[config.mk]
export PLATFORM = sky130hd
export DESIGN_NAME = eq_settle_counter
export DESIGN_NICKNAME = d
export VERILOG_FILES = /design/src/rtl/eq_sweep_pkg.sv /design/src/rtl/eq_settle_counter.sv
export SDC_FILE = /design/constraint.sdc
export NUM_CORES = 1
export LEC_CHECK = 0
export BUFFER_PORTS_ARGS = -buffer_cell sky130_fd_sc_hd__buf_2
export CORE_AREA = 2 2 39 41
export CTS_CLUSTER_DIAMETER = 200
export DETAILED_ROUTE_END_ITERATION = 16
export DIE_AREA = 0 0 41 43
export PLACE_DENSITY = 0.3
export SLEW_MARGIN = 25
export SYNTH_ARGS = -nofsm -noshare
export SYNTH_HDL_FRONTEND = slang
export SYNTH_SLANG_ARGS = --single-unit
[constraint.sdc]
create_clock -name clk -period 2.7 [get_ports clk]
set_input_delay 0.135 -clock clk [delete_from_list [all_inputs] [get_ports clk]]
set_output_delay 0.135 -clock clk [all_outputs]
set_load 0.05 [all_outputs]
[src/rtl/eq_sweep_pkg.sv]
// rtl/eq_sweep_pkg.sv - shared state encoding and settle counter width for the equivalence sweep checker
package eq_sweep_pkg;

  localparam logic [1:0] ST_IDLE   = 2'd0;
  localparam logic [1:0] ST_DRIVE  = 2'd1;
  localparam logic [1:0] ST_SAMPLE = 2'd2;
  localparam logic [1:0] ST_DONE   = 2'd3;

  localparam int SETTLE_W = 4;

  typedef enum logic [1:0] {
    IDLE   = ST_IDLE,
    DRIVE  = ST_DRIVE,
    SAMPLE = ST_SAMPLE,
    DONE   = ST_DONE
  } sweep_state_t;

endpackage

[src/rtl/eq_settle_counter.sv]
// rtl/eq_settle_counter.sv - settle cycle counter with clear, enable and terminal-count flag
module eq_settle_counter
  import eq_sweep_pkg::*;
#(
  parameter int TERMINAL = 0
) (
  input  logic clk,
  input  logic reset,
  input  logic clear,
  input  logic enable,
  output logic tc
);

  logic [SETTLE_W-1:0] count;

  always_ff @(posedge clk) begin
    if (reset || clear) begin
      count <= '0;
    end else if (enable) begin
      count <= count + SETTLE_W'(1);
    end
  end

  assign tc = (count == SETTLE_W'(TERMINAL));

endmodule

==> impl_metrics.py <==
metrics = {
    "outcome": {
        "status": "finished, final reports clean",
    },
    "detailed_routing": {
        "drt_iter0_drc": 0,
        "vias": 157,
        "viasPerCell": 3.57,
        "post_drt_wl_per_cell_um": 7.55,
        "first_pass_iters": 1,
        "ant_nets": 0,
        "routed_wl_um": 332,
        "drcViolationCount": 0,
    },
    "worst_setup_path": {
        "cp_top_family": "buffers and inverters",
        "path_depth": 4,
        "critPathLaunchType": "flip-flop",
        "critPathMaxFanout": 4,
        "path_class": "flip-flop to output port",
        "cp_num_buf_inv": 2,
        "r2r_setup_slack_ns": 1.69,
        "r2r_end": "count[1]$_SDFFE_PP0P_",
        "cp_cell_sequence": "inv_1, ha_1, nor3b_1, buf_2",
        "arrival_ns": 1.20,
        "rr_worst_depth": 4,
        "r2r-start": "count[0]$_SDFFE_PP0P_",
        "slowest_delay_ns": 0.33,
        "worstPathRequired_ns": 2.57,
        "end_kind": "output port",
        "critical-path-slowest-cell": "dfxtp_1",
    },
    "floorplanning": {
        "die_width_um": 41,
        "rows": 14,
        "ios": 5,
        "start_util_pct": 14.8,
        "dieArea_um2": 1760,
        "core_um2": 1380,
        "die_y_um": 43,
    },
    "clock_network": {
        "clkSlewWorstSetupHoldPaths_ns": 0.04,
        "clock_latency_ns": 0.23,
        "cts_tree": "done",
        "clock_path_buffers": 2,
        "htree_num_levels": 1,
        "cts_resized": 0,
        "cts_hold_buf": 0,
        "clock-sinks": 4,
        "clock-root-buffer": "clkbuf_4",
        "cts_setup_buffers": 0,
        "cts_made_buffers": 3,
    },
    "synth": {
        "synth_area_leader_cell": "dfxtp_1",
        "syn-num-nets": 27,
        "synth_area_leaders": "dfxtp_1 (39%), ha_1 (12%), nor3b_1 (7.3%), mux2_1 (5.5%), a21bo_2 (4.9%)",
        "yosys.cell_count.top_type": "dfxtp_1",
        "netlist_area_um2": 205,
        "syn_inst": 21,
        "ys_seq_area_share_pct": 39.0,
        "synthTopCellsByCount": "dfxtp_1 (4), ha_1 (2), inv_1 (2), nor2_1 (2), nor3b_1 (2)",
        "synth_top_area_share_pct": 39.0,
        "avgSynthCellArea_um2": 9.77,
        "ys_warn_count": 0,
        "ys.flop_type": "dfxtp_1",
        "synth-seq-cells": 4,
        "async_flop_share_pct": 0,
        "ys_types": 14,
        "synth_edf_count": 0,
    },
    "finish": {
        "top_register": "count",
        "top_regs": "count (4)",
        "largest_reg_flops": 4,
        "nets": 36,
        "area_delta_synth_final_pct": 30.5,
        "antennaDiodeCount": 0,
        "drive_gt1_share_pct": 32.1,
        "nFillCells": 159,
    },
    "place": {
        "portBuffers": 4,
        "gp_congestion": 0.630,
        "post-place-ws_ns": 1.60,
        "dp_hpwl_um": 278,
    },
    "power": {
        "ir_worst_vdd_mv": 0.143,
        "p_leak_nw": 0.109,
        "power_per_cell_area_nw_per_um2": 558,
        "total_power_uw": 149,
    },
    "global_route": {
        "grt_usage_pct": 6.33,
        "grt_max_degree": 6,
        "grt_pass1_wl_um": 683,
        "antenna_found_initial": 0,
        "grt-ovfl-total": 0,
        "grt_pass1_vias": 189,
    },
    "sta": {
        "fin_crit_sh_pct": 49.6,
        "max_slew_margin_pct": 83.5,
        "rsz0062_at_grt": "false",
        "hold_viol_final": 0,
        "final_max_slew_viol_count": 0,
        "postLayoutSetupSlackWorst_ns": 1.36,
        "setup_viol": 0,
        "holdWs_ns": 0.211,
        "tns_ns": 0,
        "fin_skew_ns": 0.00106,
        "finalCriticalPeriod_ns": 1.34,
        "max_freq_ghz": 0.746,
        "worstMarginPinSlew_ns": 0.249,
    },
    "hold_path": {
        "hold_end": "count[2]$_SDFFE_PP0P_",
        "hp-class": "input pin to flip-flop",
        "min-delay-start": "reset",
        "min_path_cells": 3,
    },
    "run": {
        "drv_cap": 0,
    },
}
[cell usage in the layout (no fill, tap or decap), drive strengths merged]
cell type | synthesis | layout
a21bo | 1 | 1
a21oi | 1 | 1
buf | 0 | 4
clkbuf | 0 | 3
dfxtp | 4 | 4
ha | 2 | 2
inv | 2 | 2
mux2 | 1 | 1
mux2i | 1 | 1
nand3b | 1 | 1
nand4 | 1 | 1
nor2 | 2 | 2
nor3 | 1 | 1
nor3b | 2 | 2
or2 | 1 | 1
xnor2 | 1 | 1
[report_power, final]
part           internal [mW]  total [mW]  switching [mW]
Clock                 0.0497      0.0734          0.0238
Sequential            0.0605      0.0616         0.00113
Combinational        0.00580      0.0144         0.00856
Total                  0.116       0.149          0.0335
[cell type report]
| cell class | instances | area [um2] | share of cell area, % |
|---|---|---|---|
| inverter | 2 | 7.51 | 2.80 |
| multi-input combinational | 15 | 118 | 43.9 |
| clock buffer | 3 | 22.5 | 8.41 |
| sequential | 4 | 80.1 | 29.9 |
| timing repair buffer | 4 | 20.0 | 7.48 |
| tap | 16 | 20.0 | 7.48 |
[worst reg2reg max path: stages, from the launching register on]
cell and delay (ns):
dfxtp_1 0.38, inv_1 0.06, ha_1 0.28, mux2i_1 0.13, nor2_1 0.05
[through the flow]
step	utilization, %	area (um2)	instances
CTS	19.3	268	44
finish	19.3	268	44
detailed placement	17.7	245	41
floorplan	-	205	21
global placement	17.7	245	41
global route	19.3	268	44
[kinds of logic after synthesis]
group,count (synthesis),share of synthesized area [%]
AND/OR/NAND/NOR,8,23.2
adder cells (fa/ha/maj),2,12.2
buffers and inverters,2,3.66
flip-flops,4,39.0
multiplexers,2,10.4
XOR/XNOR,1,4.27
AO/OA/AOI/OAI,2,7.31
[how the worst max path moves through the flow]
stage | slack (ns) | to | startpoint
5_1_grt | 1.23 | tc | count[0]$_SDFFE_PP0P_
6_report | 1.36 | tc | count[0]$_SDFFE_PP0P_
3_5_place_dp | 1.60 | tc | count[0]$_SDFFE_PP0P_
3_3_place_gp | 1.59 | tc | count[0]$_SDFFE_PP0P_
2_1_floorplan | 0.91 | tc | count[0]$_SDFFE_PP0P_
4_1_cts | 1.34 | tc | count[0]$_SDFFE_PP0P_
[per-layer routing]
layer	track usage, %	up-vias	wire (um)
met5	0	-	0
met4	8.00	0	0
met3	3.14	0	16
met2	8.75	2	172
met1	5.47	68	143
li1	-	87	-
(Power assumes the default switching activity.)
